<file path="src/rtl/counter_pkg.sv">
// Shared constants and helpers for the modulo counter and its prescaler.
package counter_pkg;

    localparam logic DIR_UP   = 1'b1;
    localparam logic DIR_DOWN = 1'b0;

    // Bits needed to hold 0..v-1, never less than 1 so a divider always has a real width.
    function automatic int clog2_min1(input int v);
        int r;
        r = 0;
        for (int i = 0; i < 32; i++)
            if ((64'd1 << r) < 64'(v)) r = r + 1;
        return (r == 0) ? 1 : r;
    endfunction

endpackage

</file>
<file path="src/rtl/cnt_prescaler.sv">
// Enable prescaler: asserts tick on every PRESCALE-th enabled cycle.
// clr (load) and reset discard any partial count.
module cnt_prescaler
    import counter_pkg::*;
#(
    parameter int PRESCALE = 1
) (
    input  logic clk,
    input  logic reset,
    input  logic clr,
    input  logic en,
    output logic tick
);

    if (PRESCALE < 1) begin : g_bad_p
        $error("cnt_prescaler: PRESCALE must be >= 1");
    end

    if (PRESCALE == 1) begin : g_direct
        logic unused_p1;
        assign unused_p1 = ^{clk, reset, clr};
        assign tick      = en;
    end else begin : g_div
        localparam int            DW      = clog2_min1(PRESCALE);
        localparam logic [DW-1:0] DIV_MAX = DW'(PRESCALE - 1);

        logic [DW-1:0] div;

        always_ff @(posedge clk) begin
            if (reset || clr)
                div <= '0;
            else if (en)
                div <= (div == DIV_MAX) ? '0 : div + 1'b1;
        end

        assign tick = en && (div == DIV_MAX);
    end

endmodule

</file>
<file path="src/rtl/mod_updown_counter.sv">
// Parametrised up/down modulo counter with load, prescaler and terminal-count pulse.
// Define MOD_COUNTER_SATURATE_EN to stop at the limits instead of wrapping.
module mod_updown_counter
    import counter_pkg::*;
#(
    parameter int WIDTH    = 4,
    parameter int MODULUS  = 2 ** WIDTH,
    parameter int PRESCALE = 1
) (
    input  logic             clk,
    input  logic             reset,
    input  logic             en,
    input  logic             up_dn,
    input  logic             load,
    input  logic [WIDTH-1:0] load_val,
    output logic [WIDTH-1:0] q,
    output logic             tc,
    output logic             zero
);

    if (WIDTH < 2) begin : g_bad_w
        $error("mod_updown_counter: WIDTH must be >= 2");
    end
    if (MODULUS < 2 || MODULUS > 2 ** WIDTH) begin : g_bad_m
        $error("mod_updown_counter: MODULUS must be in 2..2**WIDTH");
    end

    localparam logic [WIDTH-1:0] MAXV = WIDTH'(MODULUS - 1);

    logic             tick;
    logic [WIDTH-1:0] q_nxt;
    logic [WIDTH-1:0] q_load;
    logic             hit;

    cnt_prescaler #(.PRESCALE(PRESCALE)) u_pre (
        .clk   (clk),
        .reset (reset),
        .clr   (load),
        .en    (en),
        .tick  (tick)
    );

    assign q_load = (load_val > MAXV) ? MAXV : load_val;

    // hit marks the step that earns a tc pulse: a wrap, or reaching a limit when saturating.
    always_comb begin
        q_nxt = q;
        hit   = 1'b0;
        if (up_dn == DIR_UP) begin
            if (q == MAXV) begin
`ifdef MOD_COUNTER_SATURATE_EN
                q_nxt = q;
`else
                q_nxt = '0;
                hit   = 1'b1;
`endif
            end else begin
                q_nxt = q + 1'b1;
`ifdef MOD_COUNTER_SATURATE_EN
                hit   = (q_nxt == MAXV);
`endif
            end
        end else begin
            if (q == '0) begin
`ifdef MOD_COUNTER_SATURATE_EN
                q_nxt = q;
`else
                q_nxt = MAXV;
                hit   = 1'b1;
`endif
            end else begin
                q_nxt = q - 1'b1;
`ifdef MOD_COUNTER_SATURATE_EN
                hit   = (q_nxt == '0);
`endif
            end
        end
    end

    always_ff @(posedge clk) begin
        if (reset) begin
            q  <= '0;
            tc <= 1'b0;
        end else if (load) begin
            q  <= q_load;
            tc <= 1'b0;
        end else if (tick) begin
            q  <= q_nxt;
            tc <= hit;
        end else begin
            tc <= 1'b0;
        end
    end

    assign zero = (q == '0);

endmodule

</file>
<file path="config.mk">
export PLATFORM = sky130hd
export DESIGN_NAME = mod_updown_counter
export DESIGN_NICKNAME = d
export VERILOG_FILES = /design/src/rtl/counter_pkg.sv /design/src/rtl/cnt_prescaler.sv /design/src/rtl/mod_updown_counter.sv
export SDC_FILE = /design/constraint.sdc
export NUM_CORES = 1
export LEC_CHECK = 0
export ABC_CLOCK_PERIOD_IN_PS = 3400
export CORE_AREA = 2 2 39 41
export DETAILED_ROUTE_END_ITERATION = 7
export DIE_AREA = 0 0 41 43
export GPL_TIMING_DRIVEN = 0
export PLACE_DENSITY = 0.6
export SYNTH_ARGS = -nofsm -noshare
export SYNTH_HDL_FRONTEND = slang
export SYNTH_HIERARCHICAL = 1
export SYNTH_SLANG_ARGS = --single-unit
export TNS_END_PERCENT = 20
</file>
<file path="constraint.sdc">
create_clock -name clk -period 3.4 [get_ports clk]
set_input_delay 0.68 -clock clk [delete_from_list [all_inputs] [get_ports clk]]
set_output_delay 0.68 -clock clk [all_outputs]
set_load 0.05 [all_outputs]
</file>
==> results list, run 1 <==
- In this run the number of cells on the critical path is 4.
- Row generation in the floorplan step produced 14 rows.
* TritonCTS sink count: 5
- Number of buffer cells added on primary ports: 11
- Status: finished clean
- All-layer global routing usage: 11.2%
- Buffer levels on the longest clock path: 2
- Dividing total power by cell area gives a power density of around 400 mW/mm².
- The worst setup path is launched from a register.
- Die Footprint: 0.00176 mm²
- Area of the mapped netlist: 389 µm²
- The via count of the first global-routing pass is 307.
* Post-cts gate resize count: 0
- Met2 track utilization from global routing: 14.7%
- Proportion of layout cells with a drive suffix above 1: 16.7%
- Counting flops with an async set or reset pin after synthesis yields a share of 0%.
- Floorplan die width: 41 µm
* Average cell area after synthesis: between 8 and 9 µm²
- After detailed routing, the number of vias per cell comes to 4.76.
- The design draws roughly 220 µW.
- Yosys top cell by area: sky130_fd_sc_hd__dfxtp_1
- For this run, the register share of the synthesized area comes to 25.7%.
- The worst setup path is captured at an output pin.
- Synth top area cells: sky130_fd_sc_hd__dfxtp_1 (26%), sky130_fd_sc_hd__xnor2_1 (6.8%), sky130_fd_sc_hd__ha_1 (6.4%)
* Antenna viol nets, final: 0
- Crit path largest cell delay: 830 ps
- Routability congestion estimate from global placement: around 0.7
* Starting density of the core: 28.1%
- 0 antenna diodes ended up in the layout.
* Leading register cell type out of synthesis: sky130_fd_sc_hd__dfxtp_1
- Buffers plus inverters on the worst setup path: 2
- After detailed routing, the average wire length per cell comes to approximately 11 µm.
- Max Transition Viols Final: 0
* Core Region: 0.00138 mm²
- Counting flops with a built-in enable in the synthesized netlist gives 0.
- Synthesis instantiated 26 different standard cells from the library.
- Rel. slew slack: between 60 and 70%
- The area growth from synthesis to layout is 40.2%.
- During I/O placement, the number of pins put on the boundary was 15.
* Slowest cell on crit path: sky130_fd_sc_hd__clkdlybuf4s50_1
- Once layout is complete, the cells apart from fillers number 76.
- Wire length of the first global-routing pass: ~1300 µm
- Number of antenna violations at the first check in global routing: 0
* Kind of path behind the tightest hold check: reg -> reg
* Maximum ir drop on the vdd rail: 200 µV
- The number of hold violations in the final report came to 0.
- In this run the post-CTS setup repair buffer count came out at 0.
- Synthesis produced a netlist with a net count of 56.
- Setup repair after global routing left no endpoint under its margin.
- Met3 usage: 9.42%
- Sum of negative setup slack: 0 ps
- Across the routed clock network, the largest skew measured is 2.76 ps.
- After layout, the minimum clock period comes to 2610 ps.
- After clock tree synthesis, the clock-pin slew on the worst setup and hold paths is about 40 ps.
* TritonCTS buffer count: 3
* Data arrival, critical path: around 1900 ps
- The tree is rooted in a sky130_fd_sc_hd__clkbuf_4.
- DPL Wire Length: 596 µm
- Die height: 43 µm
* Met1 usage: 13.1%
- Number of placed instances with taps included: 72
- STA puts the critical path data required time at ~2700 ps.
* Post-Syn Instances: between 40 and 50
* Core occupancy in the finished layout: 39.4%
- Setup CP Type: reg -> out
* Pin count of the biggest net entering global routing: 10
* Aggregate global routing overflow: 0
- 1st-iter DRT viols: 6
* Top post-synthesis cells by count: sky130_fd_sc_hd__dfxtp_1 (5), sky130_fd_sc_hd__inv_1 (5), sky130_fd_sc_hd__nor2_1 (4)
- Counting cells, the worst reg-to-reg path comes to 6.
- CTS H-Tree Depth: 1
- The share of synthesized area in the top cell type comes to 25.7%.
- Fin crit share: 76.8%
* Top achievable clock speed: between 300 and 400 MHz
* Final setup violating endpoints: 0
* Sequence of cells on the critical path: inv_1, ha_1, nor3b_1, clkdlybuf4s50_1
* Hold-fix buffers at CTS: 0
- Via count of the routed design: 362
- DRC violations left: 0
- Slew at the pin closest to its max-slew limit: 493 ps
* Synthesis warning total: 6
- Static power due to leakage: around 0.00023 µW
- Cell family with the largest share of critical-path delay: buffers and inverters
- At the end of the flow, the number of nets in the layout was 72.
* Detailed Route WL: 819 µm
* Clock tree from TritonCTS: yes
- The later pin in the worst-skew pair is clocked with a latency of 240 ps.
- In this run the worst path has a maximum fanout of 8.
- After global routing, the most crowded layer is met2.
- The tool flagged a number of max-cap violations equal to 0.
* Pre-antenna DRT Iters: 4
* FF+latch count, synth: 5
- Along the worst hold path, the cell count comes to 2.
-- layout make-up --
cell class	count	area, µm²
plain buffers	4	35.0
clock buffers	4	26.3
fillers	151	838
inverters	5	18.8
multi-input cells	31	235
flip-flops and latches	5	100
well taps	16	20.0
repair buffers	11	110
-- flip-flops by register name, summed over array words and instances (netlist names) --
signal / cells
tc: 1
q: 4
-- through the flow --
stage                     setup WS [ps]  hold slack (ps)  area (µm²)
after global placement             1050              683         519
after floorplan                     725              746         389
after global routing                652              719         546
after detailed placement           1020              682         519
after CTS                           752              692         546
final                               788              674         546
-- final timing paths --
kind	startpoint	end	slack, ps
worst max-delay path	q[0]	zero	790
worst min-delay path	q[3]	tc	670
worst max register to register	q[0]	q[2]	1940
worst min register to register	q[3]	tc	670
-- cell families (layout without fill, tap and decap cells) --
kind of cell             count (synthesis)  in the layout  share of synthesized area, %
AO/OA/AOI/OAI                           11             11                          21.2
XOR/XNOR                                 3              3                          6.75
adder cells (fa/ha/maj)                  2              2                          6.43
buffers and inverters                    9             24                          13.8
flip-flops                               5              5                          25.7
multiplexers                             2              2                          6.43
AND/OR/NAND/NOR                         13             13                          19.6
-- routing by layer --
metal	share of wire, %	vias up
met4	0.98	0
met2	43	13
met5	0	-
met3	11	2
met1	45	161
li1	-	186
-- cell usage in the layout, fill, tap and decap left out, types with 2 or more instances in the layout --
cell,n
sky130_fd_sc_hd__clkdlybuf4s50_1,11
sky130_fd_sc_hd__buf_6,2
sky130_fd_sc_hd__a21oi_1,2
sky130_fd_sc_hd__inv_1,5
sky130_fd_sc_hd__ha_1,2
sky130_fd_sc_hd__nor4b_1,2
sky130_fd_sc_hd__nand2_1,2
sky130_fd_sc_hd__clkbuf_4,3
sky130_fd_sc_hd__xnor2_1,3
sky130_fd_sc_hd__nor2b_1,2
sky130_fd_sc_hd__dfxtp_1,5
sky130_fd_sc_hd__nor2_1,4
-- power by group --
group | internal (µW) | total (µW) | switching (µW)
clock network | 44.3 | 68.3 | 24.0
registers | 63.1 | 69.8 | 6.63
logic | 36.9 | 79.7 | 42.8
-- worst reg2reg max path, cell delays in order (launching register included) --
cell and delay, ps:
sky130_fd_sc_hd__dfxtp_1 470, sky130_fd_sc_hd__inv_1 80, sky130_fd_sc_hd__ha_1 240, sky130_fd_sc_hd__mux2_4 270, sky130_fd_sc_hd__nand2_1 80, sky130_fd_sc_hd__xnor2_1 60, sky130_fd_sc_hd__o21a_1 160
No activity file was read; power rests on OpenSTA's default activity.
==> run 2: changes to the inputs <==
--- a/config.mk
+++ b/config.mk
@@ -5,12 +5,12 @@
 export SDC_FILE = /design/constraint.sdc
 export NUM_CORES = 1
 export LEC_CHECK = 0
-export ABC_CLOCK_PERIOD_IN_PS = 3400
+export ABC_CLOCK_PERIOD_IN_PS = 2200
 export CORE_AREA = 2 2 39 41
 export DETAILED_ROUTE_END_ITERATION = 7
 export DIE_AREA = 0 0 41 43
 export GPL_TIMING_DRIVEN = 0
-export PLACE_DENSITY = 0.6
+export PLACE_DENSITY = 0.62
 export SYNTH_ARGS = -nofsm -noshare
 export SYNTH_HDL_FRONTEND = slang
 export SYNTH_HIERARCHICAL = 1
==> constraint.sdc (replaced) <==
create_clock -name clk -period 2.2 [get_ports clk]
set_input_delay 0.44 -clock clk [delete_from_list [all_inputs] [get_ports clk]]
set_output_delay 0.44 -clock clk [all_outputs]
set_load 0.05 [all_outputs]
==> run 2 against run 1 <==
  * Final cell count did not move
  * Die area did not move
  * Sequential share of layout area fell by 0.13 points
  * Hold slack got worse by 170 ps
  * Clock power rose by 60%
  * Worst setup slack got worse by 640 ps
  * Clock skew rose by 3.3 ps
  * Critical endpoint unchanged
  * Combinational power rose by 53%
  * Critical path depth did not move
  * Power rose by 55%
  * Sequential cell count did not move
  * Via count fell by 0.28%
==> results list, run 2 (synthesized netlist as in run 1, its figures left out) <==
* Status: finished clean
- Commonest cells after routing, fill and taps aside: sky130_fd_sc_hd__clkdlybuf4s50_1 (10), sky130_fd_sc_hd__inv_1 (5), sky130_fd_sc_hd__dfxtp_1 (5)
* Starting density of the core: 28.1% (unchanged)
* Proportion of layout cells with a drive suffix above 1: 18.3% (+1.7 points)
- The power per unit of standard cell area was 616 mW/mm² (+54%).
- The die area came to 0.00176 mm² (unchanged).
- Pre-antenna DRT Iters: 4 (unchanged)
- Total internal power: 222 µW (+54%)
- Top fanout value on the critical path: 8 (unchanged)
- DRC violations left: 0 (unchanged)
- The floorplan core area came to 0.00138 mm² (unchanged).
- Data required time at the worst endpoint: 1760 ps (-960 ps)
- The clock network fraction of total power came to 32.1% (+0.7 points).
- The maximum buffer depth of the clock tree was 2 (unchanged).
* Portion of total power attributed to sequential cells: 32.0% (about the same)
* Worst-path clk slew: 40 ps (about the same)
- The kind of cell with the highest combined delay along the critical path is buffers and inverters.
- Number of antenna cells inserted: 0 (unchanged)
* Unrepaired setup endpoints after global routing: false
- Sequence of cells on the critical path: inv_1, ha_1, nor3b_2, dlygate4sd2_1
* Die height: 43 µm (unchanged)
* Clock tree from TritonCTS: yes
- Fin crit share: approximately 93%
* Data arrival, critical path: 1610 ps (-320 ps)
- The number of sinks on the clock net is 5 (unchanged).
- Hold path start: load
- Nets@finish: 72 (unchanged)
* Setup repair bufs after CTS: 0 (unchanged)
- Setup CP Type: reg -> out
- All-layer global routing usage: 10.7% (-0.49 points)
- Slowest cell on crit path: sky130_fd_sc_hd__dfxtp_1
- Finished Layout Cells: 76 (unchanged)
- CTS H-Tree Depth: 1 (unchanged)
- The met3 routed wirelength was 84 µm (-7.7%).
- Ranked by flip-flop count, first place goes to q.
- The reg2reg setup slack came to 730 ps (-1210 ps).
* Top achievable clock speed: 487 MHz
- Number of max-capacitance violations reported: 0 (unchanged)
* R2R cell count: 6 (unchanged)
- Critical path startpoint category: register
- The total wirelength of the detailed-routed design came to 797 µm (-2.7%).
- 1st-iter DRT viols: 4 (-2)
* Area growth from synthesis to layout: 41.2%
- The maximum vdd drop came to 251 µV (+25%).
- Routability congestion estimate from global placement: 0.674 (-2.0%)
- The switching component of the power came to 116 µW (+59%).
- Number of placed instances with taps included: 72 (unchanged)
* Number of buffer cells added on primary ports: 11 (unchanged)
* Buffers plus inverters on the worst setup path: 2 (unchanged)
* Max Used Layer: met4
- The initial antenna violation count is 0 (unchanged).
* Routed WL per cell: 10.5 µm (-2.7%)
* TritonCTS buffer count: 3 (unchanged)
- Final setup violating endpoints: 0 (unchanged)
- Number of cells on the worst hold path: 2 (unchanged)
- Max Transition Viols Final: 0 (unchanged)
* Crit path largest cell delay: 480 ps (-350 ps)
* Number of global-route vias before repair: 294 (-4.2%)
- The number of hold violations in the final report is 0 (unchanged).
- In this run the critical register-to-register path is captured at q[2].
- Antenna viol nets, final: 0 (unchanged)
* Most common library cell in the layout ignoring fill and taps: sky130_fd_sc_hd__clkdlybuf4s50_1
* Pin count of the biggest net entering global routing: 10 (unchanged)
* Worst clock skew: 6.07 ps (+3.31 ps)
* Clock latency at the later pin of the worst-skew pair: 250 ps (about the same)
* Sum of negative setup slack: 0 ps (unchanged)
- The total via count after detailed routing is 361 (-0.28%).
- Minimum clock period: ~2100 ps
- Aggregate global routing overflow: 0 (unchanged)
- Flip-flop count of the largest register, all copies and words added: 4 (unchanged)
- The transition time of the tightest slew-check pin came to 491 ps (-1.97 ps).
* Floorplan die width: 41 µm (unchanged)
- The count of pins on the block boundary came to 15 (unchanged).
- The detailed-routing wirelength on met1 came to 363 µm (-1.1%).
* Vias/cell: 4.75 (-0.28%)
- Leading registers by flop count: q (4), tc (1)
- Relative contribution of combinational cells to total power: 36.0% (-0.6 points)
* Rel. slew slack: 67.1% (+0.13 points)
* Num rows: 14 (unchanged)
* Kind of path behind the tightest hold check: in -> reg
* Total met2 wirelength after detailed routing: 339 µm (-3.4%)
- For hold timing, the worst endpoint is tc.
- The total of hold buffers inserted after clock tree synthesis was 0 (unchanged).
- Launch instance of the worst register-to-register path: q[0]
- Wire length of the first global-routing pass: 1240 µm (-1.0%)
* Static power due to leakage: 0.000230 µW (+2.2%)
- The switching share of total power is 34.4% (+0.66 points).
- The worst setup path is captured at an output pin.
- Root Buffer Master: sky130_fd_sc_hd__clkbuf_4
-- run 2: cell types whose count changed in the layout (fill, tap and decap cells not counted), sizes merged --
| cell | before | now |
|---|---|---|
| dlygate4sd2 | 0 | 1 |
| clkdlybuf4s50 | 11 | 10 |
-- run 2: layout make-up --
| class | instances | area, µm² |
|---|---|---|
| Fill cell | 146 | 835 |
| Multi-Input combinational cell | 31 | 240 |
| Buffer | 4 | 35.0 |
| Clock buffer | 4 | 26.3 |
| Inverter | 5 | 18.8 |
| Timing Repair Buffer | 11 | 109 |
| Tap cell | 16 | 20.0 |
| Sequential cell | 5 | 100 |
-- run 2: power by group through the flow --
stage	registers (µW)	logic [µW]	clock network, µW
6_report	108	122	109
5_1_grt	109	132	121
2_1_floorplan	130	67.8	0
4_1_cts	108	123	117
3_5_place_dp	110	124	0
3_3_place_gp	110	124	0
-- run 2: worst max-delay path by stage --
stage / cells past startpoint / to / start
2_1_floorplan: 3 / zero / q[0]
3_3_place_gp: 4 / zero / q[0]
3_5_place_dp: 4 / zero / q[0]
4_1_cts: 4 / zero / q[0]
5_1_grt: 4 / zero / q[0]
6_report: 4 / zero / q[0]
-- run 2: per-layer routing --
| layer | up-vias | global-route usage [%] |
|---|---|---|
| met3 | 2 | 6.28 |
| li1 | 187 | - |
| met4 | 0 | 6.00 |
| met5 | - | 0 |
| met2 | 15 | 13.8 |
| met1 | 157 | 13.5 |
-- run 2: repair_timing --
| item | in CTS | in global routing |
|---|---|---|
| hold endpoints to repair | 0 | 0 |
| endpoints found under the setup margin | 1 | 0 |
| gates resized for setup | 1 | 0 |
-- run 2: stage by stage --
step / hold slack [ps] / total power [µW] / setup WS, ps / utilization, % / cell area [µm²]
5_1_grt: 517 / 363 / 34.4 / 39.7 / 549
3_5_place_dp: 692 / 234 / 108 / 37.9 / 524
6_report: 505 / 339 / 145 / 39.7 / 549
4_1_cts: 497 / 349 / 119 / 39.7 / 549
2_1_floorplan: 506 / 198 / 265 / - / 394
3_3_place_gp: 697 / 234 / 126 / 37.9 / 524
